### src/rtl/cv32e40x_div_if.sv
// cv32e40x_div_if: request/result handshake between the issuing stage and the divider.
interface cv32e40x_div_if;
    logic        valid_i;
    logic [1:0]  operator_i;
    logic [31:0] op_a_i;
    logic [31:0] op_b_i;
    logic [31:0] result_o;
    logic        ready_o;
    logic        valid_o;
    logic        ready_i;
    modport master (
        output valid_i, operator_i, op_a_i, op_b_i, ready_i,
        input  result_o, ready_o, valid_o
    );
    modport slave (
        input  valid_i, operator_i, op_a_i, op_b_i, ready_i,
        output result_o, ready_o, valid_o
    );
endinterface

### src/rtl/cv32e40x_div.sv
// cv32e40x_div: 32-bit restoring radix-2 divider for DIV/DIVU/REM/REMU, one quotient bit per cycle.
module cv32e40x_div (
    input  logic             clk,
    input  logic             rst,
    cv32e40x_div_if.slave    bus
);
    typedef enum logic [1:0] {IDLE, DIVIDE, DONE} state_t;
    state_t      state, state_nxt;
    logic [1:0]  op;
    logic        neg_q, neg_r;
    logic [4:0]  cnt;
    logic [31:0] rem, quo, dvs;
    logic        is_signed, sign_a, sign_b, div_zero, ovf, bypass, accept;
    logic [31:0] abs_a, abs_b, res_q, res_r;
    logic [32:0] rem_sh, diff;
    assign is_signed = ~bus.operator_i[0];
    assign sign_a    = is_signed & bus.op_a_i[31];
    assign sign_b    = is_signed & bus.op_b_i[31];
    assign abs_a     = sign_a ? -bus.op_a_i : bus.op_a_i;
    assign abs_b     = sign_b ? -bus.op_b_i : bus.op_b_i;
    assign div_zero  = bus.op_b_i == 32'h0;
    assign ovf       = is_signed & (bus.op_a_i == 32'h8000_0000) & (bus.op_b_i == 32'hFFFF_FFFF);
    assign bypass    = div_zero | ovf;
    assign accept    = (state == IDLE) & bus.valid_i;
    // 33-bit shifted partial remainder; the sign of the difference decides the quotient bit
    assign rem_sh    = {rem, quo[31]};
    assign diff      = rem_sh - {1'b0, dvs};
    assign res_q     = neg_q ? -quo : quo;
    assign res_r     = neg_r ? -rem : rem;
    always_ff @(posedge clk) begin
        if (rst) state <= IDLE;
        else     state <= state_nxt;
    end
    always_comb begin
        state_nxt   = state;
        bus.ready_o = 1'b0;
        bus.valid_o = 1'b0;
        state_nxt   = state == IDLE   ? (bus.valid_i ? (bypass ? DONE : DIVIDE) : IDLE) :
                      state == DIVIDE ? (cnt == 5'd0 ? DONE : DIVIDE) :
                                        (bus.ready_i ? IDLE : DONE);
        bus.ready_o = state == IDLE;
        bus.valid_o = state == DONE;
    end
    // Bypass cases preload the final result and clear the sign flags so DONE passes it through
    always_ff @(posedge clk) begin
        if (rst) begin
            op    <= 2'b00;
            neg_q <= 1'b0;
            neg_r <= 1'b0;
            cnt   <= 5'd0;
            rem   <= 32'h0;
            quo   <= 32'h0;
            dvs   <= 32'h0;
        end else if (accept) begin
            op    <= bus.operator_i;
            neg_q <= ~bypass & (sign_a ^ sign_b);
            neg_r <= ~bypass & sign_a;
            cnt   <= 5'd31;
            dvs   <= abs_b;
            rem   <= div_zero ? bus.op_a_i : 32'h0;
            quo   <= div_zero ? 32'hFFFF_FFFF : ovf ? 32'h8000_0000 : abs_a;
        end else if (state == DIVIDE) begin
            cnt   <= cnt - 5'd1;
            rem   <= diff[32] ? rem_sh[31:0] : diff[31:0];
            quo   <= {quo[30:0], ~diff[32]};
        end
    end
    assign bus.result_o = op[1] ? res_r : res_q;
endmodule
### src/flat_wrapper.sv
// flat-port wrapper written by rule: the top's interface ports become plain ports
module cv32e40x_div_flat 
  (clk, rst, bus_valid_i, bus_operator_i, bus_op_a_i, bus_op_b_i, bus_ready_i, bus_result_o, bus_ready_o, bus_valid_o);
  cv32e40x_div_if bus_i ();
  input  logic clk;
  input  logic rst;
  input wire logic [$bits(bus_i.valid_i)-1:0] bus_valid_i;
  input wire logic [$bits(bus_i.operator_i)-1:0] bus_operator_i;
  input wire logic [$bits(bus_i.op_a_i)-1:0] bus_op_a_i;
  input wire logic [$bits(bus_i.op_b_i)-1:0] bus_op_b_i;
  input wire logic [$bits(bus_i.ready_i)-1:0] bus_ready_i;
  output wire logic [$bits(bus_i.result_o)-1:0] bus_result_o;
  output wire logic [$bits(bus_i.ready_o)-1:0] bus_ready_o;
  output wire logic [$bits(bus_i.valid_o)-1:0] bus_valid_o;
  assign bus_i.valid_i = bus_valid_i;
  assign bus_i.operator_i = bus_operator_i;
  assign bus_i.op_a_i = bus_op_a_i;
  assign bus_i.op_b_i = bus_op_b_i;
  assign bus_i.ready_i = bus_ready_i;
  assign bus_result_o = bus_i.result_o;
  assign bus_ready_o = bus_i.ready_o;
  assign bus_valid_o = bus_i.valid_o;
  cv32e40x_div u_core (.clk(clk), .rst(rst), .bus(bus_i));
endmodule
### config.mk
export PLATFORM = sky130hd
export DESIGN_NAME = cv32e40x_div_flat
export DESIGN_NICKNAME = d
export VERILOG_FILES = /design/src/rtl/cv32e40x_div_if.sv /design/src/rtl/cv32e40x_div.sv /design/src/flat_wrapper.sv
export SDC_FILE = /design/constraint.sdc
export NUM_CORES = 1
export LEC_CHECK = 0
export ABC_CLOCK_PERIOD_IN_PS = 10300
export CAP_MARGIN = 15
export CORE_UTILIZATION = 35
export DETAILED_ROUTE_END_ITERATION = 10
export PLACE_DENSITY_LB_ADDON = 0.25
export SLEW_MARGIN = 30
export SYNTH_ARGS = -nofsm -noshare
export SYNTH_HDL_FRONTEND = slang
export SYNTH_SLANG_ARGS = --single-unit
### constraint.sdc
create_clock -name clk -period 10.3 [get_ports clk]
set_input_delay 2.06 -clock clk [delete_from_list [all_inputs] [get_ports clk]]
set_output_delay 2.06 -clock clk [all_outputs]
set_load 0.03 [all_outputs]
==> impl_metrics.tcl, run 1 <==
set metrics [dict create \
    stdcell_area_um2 10900 \
    arrival_ns 4.23 \
    dr_total_vias 9593 \
    num_rows 59 \
    grt_pass1_vias 8939 \
    mostFrequentLayoutCells "137 x nor2_1, 118 x nand2_1, 115 x a21oi_1, 103 x dfxtp_1, 102 x clkdlybuf4s50_1" \
    die_w_um 165 \
    dr.pass1.iters 5 \
    path_buf_inv 1 \
    p_per_area_nw_per_um2 198 \
    synthCells 1280 \
    synth_edf_count 0 \
    slew_headroom_pct 38.9 \
    yosysSeqAreaShare_pct 22.9 \
    worstSetupPathType "flip-flop to output port" \
    wl_met3_mm 1.34 \
    drc 0 \
    power_frac_seq_pct 26.6 \
    clockBufferDepth 2 \
    via_per_inst 5.74 \
    fmax_ghz 0.159 \
    wl_met2_mm 14.8 \
    yosys_register_bits 106 \
    clock_sink_count 106 \
    mostFrequentLayoutCell "nor2_1" \
    yosysWarnings 0 \
    die_h_um 165 \
    post_cts_buffers 0 \
    gp_congestion 0.892 \
    overflow 0 \
    rsz0062_at_grt "false" \
    p_int_uw 1180 \
    critical_path.top_delay_family "simple AND/OR/NAND/NOR gates" \
    p_leak_uw 0.00394 \
    fp.dieArea_um2 27200 \
    cts_buffers 9 \
    port_buffers 103 \
    first_iter_violations 531 \
    post-route-period-util_pct 61.1 \
    pin_count 104 \
    critPathMaxFanout 8 \
    worstMarginPinSlew_ns 0.914 \
    antenna_found_initial 0 \
    clock_skew_ns 0.0115 \
    synth_top_cells_by_area "dfxtp_1 23%, xnor2_1 7.5%, xor2_1 6.2%" \
    crit_required_ns 8.24 \
    n_antenna_cell 0 \
    path_cells "or4_4, nor4_4, nand3_1, or3_1, or3_1, o41ai_2, o21ai_1, xnor2_1, a21oi_1, clkdlybuf4s50_1" \
    syn_avg_cell_area_um2 7.25 \
    p_clk_share_pct 17.2 \
    switchingPower_uw 967 \
    syn_to_final_growth_pct 17.2 \
    syn_area_um2 9280 \
    total_power_uw 2150 \
    cts.htree.levels 3 \
    m1WireLength_mm 13.5 \
    synth_flop_cell "dfxtp_1" \
    grt_max_degree 91 \
    synthDistinctLibCells 62 \
    post_dp_cell_area_um2 10600 \
    yosys.area.top_type_share_pct 22.9 \
    clk_latency_ns 0.37 \
    hp-class "flip-flop to flip-flop" \
    hold_viol 0 \
    cts_tree "done" \
    root_buffer "clkbuf_16" \
    top_layer_used "met4" \
    holdBufCountCts 0 \
    switching_share_pct 45.0 \
    wl_per_cell_um 18.3 \
    grt_pass1_wl_mm 48.6 \
    tns_ns 0 \
    hpwl_mm 23.1 \
    vdd_drop_max_v 0.000102 \
    cts-resized-gates 0 \
    postRouteAntennaNets 0 \
    routed_wl_mm 30.6 \
    end_kind "output port" \
    slowest_stage "clkdlybuf4s50_1" \
    initial_core_util_pct 35.6 \
    yosysTopAreaCell "dfxtp_1" \
    coreArea_um2 26100 \
    drive_above_1_share_pct 5.16 \
    crit_top_cell "or3_1" \
    comb_power_share_pct 56.2 \
    cts.reportedPaths.clkPinSlew_ns 0.08 \
    grt_usage_pct 22.8 \
    syn-num-nets 1389 \
    max-cap-violations 0 \
    period_needed_ns 6.29 \
    status "completed" \
    finalMaxSlewViolations 0 \
    synth-async-reset-ratio_pct 0 \
    slowest_delay_ns 0.68 \
    setup_viol 0 \
    cp-start-kind "flip-flop" \
    final_nets 1442 \
]
## worst min-delay path, delay by kind of cell (launching register included)
family / cells / cell delay, ns
compound gates: 1 / 0.05
flops: 1 / 0.31
simple gates: 1 / 0.05
## flip-flops by register name, indices dropped and copies added (netlist names)
signal and count:
u_core.rem 32, u_core.neg_r 1, u_core.neg_q 1, u_core.cnt 5, u_core.state 2, u_core.quo 32, u_core.op 1, u_core.dvs 32
## per-layer routing
| layer | vias to the layer above | global-route usage, % |
|---|---|---|
| li1 | 4762 | - |
| met1 | 4527 | 29.1 |
| met2 | 255 | 39.2 |
| met3 | 49 | 2.39 |
| met4 | 0 | 8.88 |
| met5 | - | 0 |
## synth_stat cells, types with 2 or more instances
cell	n
nand2_1	119
nand3_1	12
nor3_1	29
o31ai_1	21
clkbuf_1	65
or4_4	2
and3_1	3
o21ai_1	3
mux2_2	15
o21bai_1	5
or3_4	2
buf_2	2
a221oi_1	9
or4_1	14
mux2i_1	5
o211ai_1	7
o21a_1	11
ha_1	38
a31oi_1	34
xnor2_1	79
nand4_1	13
a22oi_1	34
a21oi_1	115
and2_1	10
a211oi_1	49
a21o_1	10
xor2_1	66
nor2_1	138
a311oi_1	9
nor2b_1	13
inv_1	58
a2111oi_0	2
nor4_1	22
a21boi_0	3
o21ai_0	83
o2bb2ai_1	2
o31a_1	3
or3_1	18
or2_2	3
buf_1	8
o41ai_1	12
dfxtp_1	106
o41ai_2	2
nand2b_1	8
## layout make-up
type / count / area, µm²
Fill cell: 2680 / 15200
Multi-Input combinational cell: 1041 / 6680
Sequential cell: 106 / 2130
Timing Repair Buffer: 117 / 1140
Tap cell: 335 / 419
Clock buffer: 10 / 239
Inverter: 58 / 218
Clock inverter: 5 / 62.6
## worst paths after layout
path	end	startpoint	slack [ns]	cells after the start
min reg2reg	u_core.dvs[31]$_SDFFE_PP0P_	u_core.dvs[31]$_SDFFE_PP0P_	0.45	2
max	bus_result_o[29]	u_core.rem[2]$_SDFFE_PP0P_	4.01	10
max reg2reg	u_core.rem[8]$_SDFFE_PP0P_	u_core.quo[31]$_SDFFE_PP0P_	5.92	14
min	u_core.dvs[31]$_SDFFE_PP0P_	u_core.dvs[31]$_SDFFE_PP0P_	0.45	2
## logic make-up after synthesis
family | after synthesis | share of synthesized area [%]
multiplexers | 20 | 2.36
AND/OR/NAND/NOR | 412 | 20.9
adder cells (fa/ha/maj) | 39 | 5.34
flip-flops | 106 | 22.9
buffers and inverters | 133 | 5.41
XOR/XNOR | 146 | 13.9
AO/OA/AOI/OAI | 424 | 29.3
## power groups by stage
stage / sequential (µW) / clock (µW) / combinational, µW
after floorplan: 538 / 0 / 900
after global placement: 578 / 0 / 1190
after detailed placement: 580 / 0 / 1200
after CTS: 571 / 379 / 1200
after global routing: 580 / 386 / 1340
final: 573 / 369 / 1210
## metrics by stage
stage,std cells,hold WS [ns],worst slack [ns],util [%]
floorplan,1280,0.432,4.97,-
CTS,1672,0.455,4.03,41.7
global route,1672,0.483,3.73,41.8
finish,1672,0.453,4.01,41.8
detailed placement,1657,0.445,4.45,40.6
global placement,1657,0.444,4.47,40.6
No activity file was read; power rests on OpenSTA's default activity.
==> run 2: changes to the inputs <==
- ABC_CLOCK_PERIOD_IN_PS: 10300 -> 6050
- clock period: 10.3 -> 6.05 ns (I/O delays scaled with it)
==> run 2 against run 1 <==
Against the previous run: clock power up 63%; worst setup slack worse by 3.4 ns; first-iteration DRC count up 54%; via count up 0.63%; final cell count up 0.12%; wire length down 0.71%; total power up 69%; die area unchanged; non-clock buffer count up 1; critical path depth unchanged; largest power group unchanged; highest routed layer unchanged.
==> impl_metrics.tcl, run 2 (synthesis results as in run 1) <==
set metrics [dict create \
    status "completed" \
    port_buffers 103 \
    fin_ws_ns 0.639 \
    die_w_um 165 \
    drc 0 \
    fmax_ghz 0.185 \
    worstSetupPathType "flip-flop to output port" \
    num_rows 59 \
    critPathMaxFanout 8 \
    root_buffer "clkbuf_16" \
    hold_viol 0 \
    mostFrequentLayoutCell "nor2_1" \
    worstMarginPinSlew_ns 1.04 \
    crit_required_ns 4.84 \
    n_antenna_cell 0 \
    post-route-period-util_pct 89.4 \
    syn_to_final_growth_pct 17.3 \
    via_per_inst 5.77 \
    cts.htree.levels 3 \
    post_cts_buffers 0 \
    final_nets 1443 \
    post_dp_cell_area_um2 10600 \
    cts-resized-gates 0 \
    cts_buffers 9 \
    pin_count 104 \
    antenna_found_initial 0 \
    dr.pass1.iters 5 \
    hold_slack_ns 0.453 \
    pre_cts_slack_ns 1.08 \
    gp_congestion 0.877 \
    coreArea_um2 26100 \
    slew_headroom_pct 30.3 \
    mostFrequentLayoutCells "137 x nor2_1, 118 x nand2_1, 115 x a21oi_1, 103 x dfxtp_1, 102 x clkdlybuf4s50_1" \
    arrival_ns 4.20 \
    clk_latency_ns 0.37 \
    grt_pass1_wl_mm 48.7 \
    max-cap-violations 0 \
    first_iter_violations 816 \
    holdBufCountCts 0 \
    grt_util_met2_pct 39.1 \
    initial_core_util_pct 35.6 \
    grt_usage_pct 22.8 \
    reg.largest.list "u_core.dvs (32), u_core.quo (32), u_core.rem (32)" \
    clock_skew_ns 0.00916 \
    grt_pass1_vias 9020 \
    stdcell_area_um2 10900 \
    end_kind "output port" \
    p_leak_uw 0.00395 \
    overflow 0 \
    dr_total_vias 9653 \
    hp-class "flip-flop to flip-flop" \
    hpwl_mm 23.3 \
    vdd_drop_max_v 0.000152 \
    use_met1_pct 29.4 \
    period_needed_ns 5.41 \
    cts.reportedPaths.clkPinSlew_ns 0.08 \
    clockBufferDepth 2 \
    tns_ns 0 \
    setup_viol 0 \
    die_h_um 165 \
    drive_above_1_share_pct 5.30 \
    clock_sink_count 106 \
    cts_tree "done" \
    grt_busiest_layer "met2" \
    postRouteAntennaNets 0 \
    finalMaxSlewViolations 0 \
    cp-start-kind "flip-flop" \
    rsz0062_at_grt "false" \
    met3_usage_pct 2.31 \
    p_per_area_nw_per_um2 334 \
    grt_max_degree 66 \
    fp.dieArea_um2 27200 \
    routed_wl_mm 30.4 \
    wl_per_cell_um 18.2 \
]
## run 2: cell count changes in the layout (fill, tap and decap cells not counted)
cell        delta
buf_4          +2
bufinv_16      -1
clkinv_2       +1
buf_6          -1
inv_8          +1
xor2_4         +1
clkinv_4       +1
clkinvlp_4     -1
dfxtp_4        +1
dfxtp_2        -1
xor2_2         -1
## run 2: power by group
part	internal [µW]	total, µW	switching, µW
Combinational	886	2060	1170
Clock	297	603	306
Sequential	799	982	183
## run 2: path summary, 6_finish.rpt
| kind | end | cells after the start | start | slack [ns] |
|---|---|---|---|---|
| min | u_core.dvs[27]$_SDFFE_PP0P_ | 2 | u_core.dvs[27]$_SDFFE_PP0P_ | 0.45 |
| min reg2reg | u_core.dvs[27]$_SDFFE_PP0P_ | 2 | u_core.dvs[27]$_SDFFE_PP0P_ | 0.45 |
| max | bus_result_o[29] | 10 | u_core.rem[2]$_SDFFE_PP0P_ | 0.64 |
| max reg2reg | u_core.rem[31]$_SDFFE_PP0P_ | 14 | u_core.quo[31]$_SDFFE_PP0P_ | 1.47 |
## run 2: worst max-delay path, cell delays in order, from the launching register on
cell and delay (ns):
dfxtp_1 0.38, or4_4 0.60, nor4_4 0.21, nand3_1 0.19, or3_1 0.39, or3_1 0.42, o41ai_2 0.47, o21ai_1 0.17
xnor2_1 0.16, a21oi_1 0.16, clkdlybuf4s50_1 0.68
## run 2: metrics by stage
step           total power [µW]  cells  utilization [%]
4_1_cts                    3640   1674             41.8
3_3_place_gp               3020   1658             40.6
6_report                   3640   1674             41.8
3_5_place_dp               3030   1658             40.7
5_1_grt                    3910   1674             41.8
2_1_floorplan              2450   1280                -
## run 2: layout make-up
class	count	area [µm²]
Fill cell	2746	15200
Inverter	58	218
Sequential cell	106	2130
Tap cell	335	419
Clock inverter	6	50.0
Clock buffer	10	239
Multi-Input combinational cell	1041	6690
Timing Repair Buffer	118	1140
## run 2: layer usage
metal / up-vias / part of all wire (%) / routed length (µm)
li1: 4755 / - / -
met1: 4580 / 45 / 13600
met2: 263 / 48 / 14600
met3: 55 / 4.1 / 1240
met4: 0 / 3.1 / 945
met5: - / 0 / 0
==> run 3: changes to the inputs <==
==> constraint.sdc (replaced) <==
create_clock -name clk -period 6.05 [get_ports clk]
set_input_delay 1.21 -clock clk [delete_from_list [all_inputs] [get_ports clk]]
set_output_delay 1.21 -clock clk [all_outputs]
set_load 0.1 [all_outputs]
==> run 3 against run 2 <==
Against the previous run: design area fell by 0.10%; wire length increased by 0.80%; hold slack improved by 0.0065 ns; global-route usage up 0.16 points; first-iteration DRC count down 24%; count of clock-buffer cells in the layout down 1; non-clock buffer count up 3; core utilization barely moved; sequential cell count is the same; critical endpoint is now bus_result_o[11]; largest power group unchanged.
==> impl_metrics.tcl, run 3 (synthesis results as in run 1) <==
set metrics [dict create \
    status "completed" \
    finish.utilization_pct 41.7 \
    comb_power_share_pct 59.3 \
    initial_core_util_pct 35.6 \
    clk_latency_ns 0.37 \
    crit_required_ns 4.84 \
    hpwl_mm 23.3 \
    drc 0 \
    hold_viol 0 \
    via_per_inst 5.76 \
    cts.htree.levels 3 \
    cts_tree "done" \
    arrival_ns 4.07 \
    tns_ns 0 \
    worstMarginPinSlew_ns 0.972 \
    fp.dieArea_um2 27200 \
    holdBufCountCts 0 \
    switchingPower_uw 1910 \
    cp-start-kind "flip-flop" \
    n_antenna_cell 0 \
    switching_share_pct 49.1 \
    drive_above_1_share_pct 6.56 \
    p_per_area_nw_per_um2 357 \
    pre_cts_slack_ns 1.11 \
    cts-resized-gates 0 \
    clock_skew_ns 0.0142 \
    period_needed_ns 5.28 \
    postRouteAntennaNets 0 \
    slew_headroom_pct 35.0 \
    p_clk_share_pct 15.6 \
    first_iter_violations 623 \
    dr.pass1.iters 5 \
    root_buffer "clkbuf_16" \
    grt_max_degree 78 \
    end_kind "output port" \
    rsz0062_at_grt "false" \
    p_leak_uw 0.00399 \
    reg.largest.list "u_core.dvs (32), u_core.quo (32), u_core.rem (32)" \
    mostFrequentLayoutCells "137 x nor2_1, 118 x nand2_1, 115 x a21oi_1, 105 x dfxtp_1, 86 x clkdlybuf4s50_1" \
    num_rows 59 \
    clockBufferDepth 2 \
    cts_buffers 9 \
    overflow 0 \
    p_int_uw 1980 \
    dr_total_vias 9658 \
    wl_per_cell_um 18.3 \
    finalMaxSlewViolations 0 \
    post-route-period-util_pct 87.3 \
    antenna_found_initial 0 \
    cts.reportedPaths.clkPinSlew_ns 0.09 \
    worstSetupPathType "flip-flop to output port" \
    mostFrequentLayoutCell "nor2_1" \
    final_nets 1446 \
    die_h_um 165 \
    grt_pass1_wl_mm 48.7 \
    port_buffers 103 \
    power_frac_seq_pct 25.1 \
    grt_usage_pct 23.0 \
    die_w_um 165 \
    vdd_drop_max_v 0.000200 \
    gp_congestion 0.900 \
    grt_pass1_vias 9145 \
    fmax_ghz 0.189 \
    clock_sink_count 106 \
    setup_viol 0 \
    routed_wl_mm 30.6 \
    syn_to_final_growth_pct 17.2 \
    pin_count 104 \
    hp-class "flip-flop to flip-flop" \
    max-cap-violations 0 \
    post_cts_buffers 0 \
    fin_ws_ns 0.766 \
    coreArea_um2 26100 \
    critPathMaxFanout 7 \
]
==> run 3: final cells by class <==
| type | instances | area [µm²] |
|---|---|---|
| clock buffer | 9 | 225 |
| clock inverter | 6 | 57.6 |
| fill | 2722 | 15200 |
| inverter | 58 | 218 |
| multi-input combinational | 1041 | 6710 |
| sequential | 106 | 2120 |
| tap | 335 | 419 |
| timing repair buffer | 121 | 1120 |
==> run 3: path summary, 6_finish.rpt <==
check | start | endpoint | slack [ns] | depth (start not counted)
worst max register to register | u_core.quo[31]$_SDFFE_PP0P_ | u_core.rem[31]$_SDFFE_PP0P_ | 1.40 | 14
worst min-delay path | u_core.dvs[27]$_SDFFE_PP0P_ | u_core.dvs[27]$_SDFFE_PP0P_ | 0.46 | 2
worst min register to register | u_core.dvs[27]$_SDFFE_PP0P_ | u_core.dvs[27]$_SDFFE_PP0P_ | 0.46 | 2
worst max-delay path | u_core.quo[2]$_SDFFE_PP0P_ | bus_result_o[11] | 0.77 | 8
==> run 3: metal layers <==
metal | wire length [µm] | global-route usage (%)
met4 | 1220 | 10.4
met2 | 14600 | 39.4
met5 | 0 | 0
met3 | 1440 | 2.54
met1 | 13400 | 28.6
==> run 3: worst max-delay path, cell delays in order (launching register included) <==
cell and delay (ns):
dfxtp_1 0.38, or4_1 0.59, nor3_1 0.49, nand2_1 0.22, o41ai_1 0.38, xnor2_1 0.17
nor2_1 0.07, a21oi_1 0.22, clkdlybuf4s50_1 1.18
==> run 3: power groups by stage <==
stage | registers, µW | clock network, µW | logic (µW)
6_report | 976 | 607 | 2300
5_1_grt | 990 | 645 | 2530
2_1_floorplan | 916 | 0 | 1760
3_3_place_gp | 983 | 0 | 2260
4_1_cts | 970 | 619 | 2280
3_5_place_dp | 987 | 0 | 2270
==> run 3: metrics by stage <==
step | instances | total power [µW] | hold WS (ns) | area, µm²
global placement | 1661 | 3250 | 0.444 | 10600
finish | 1676 | 3890 | 0.460 | 10900
global route | 1676 | 4160 | 0.489 | 10900
detailed placement | 1661 | 3260 | 0.454 | 10600
CTS | 1676 | 3870 | 0.465 | 10800
floorplan | 1280 | 2680 | 0.432 | 9280
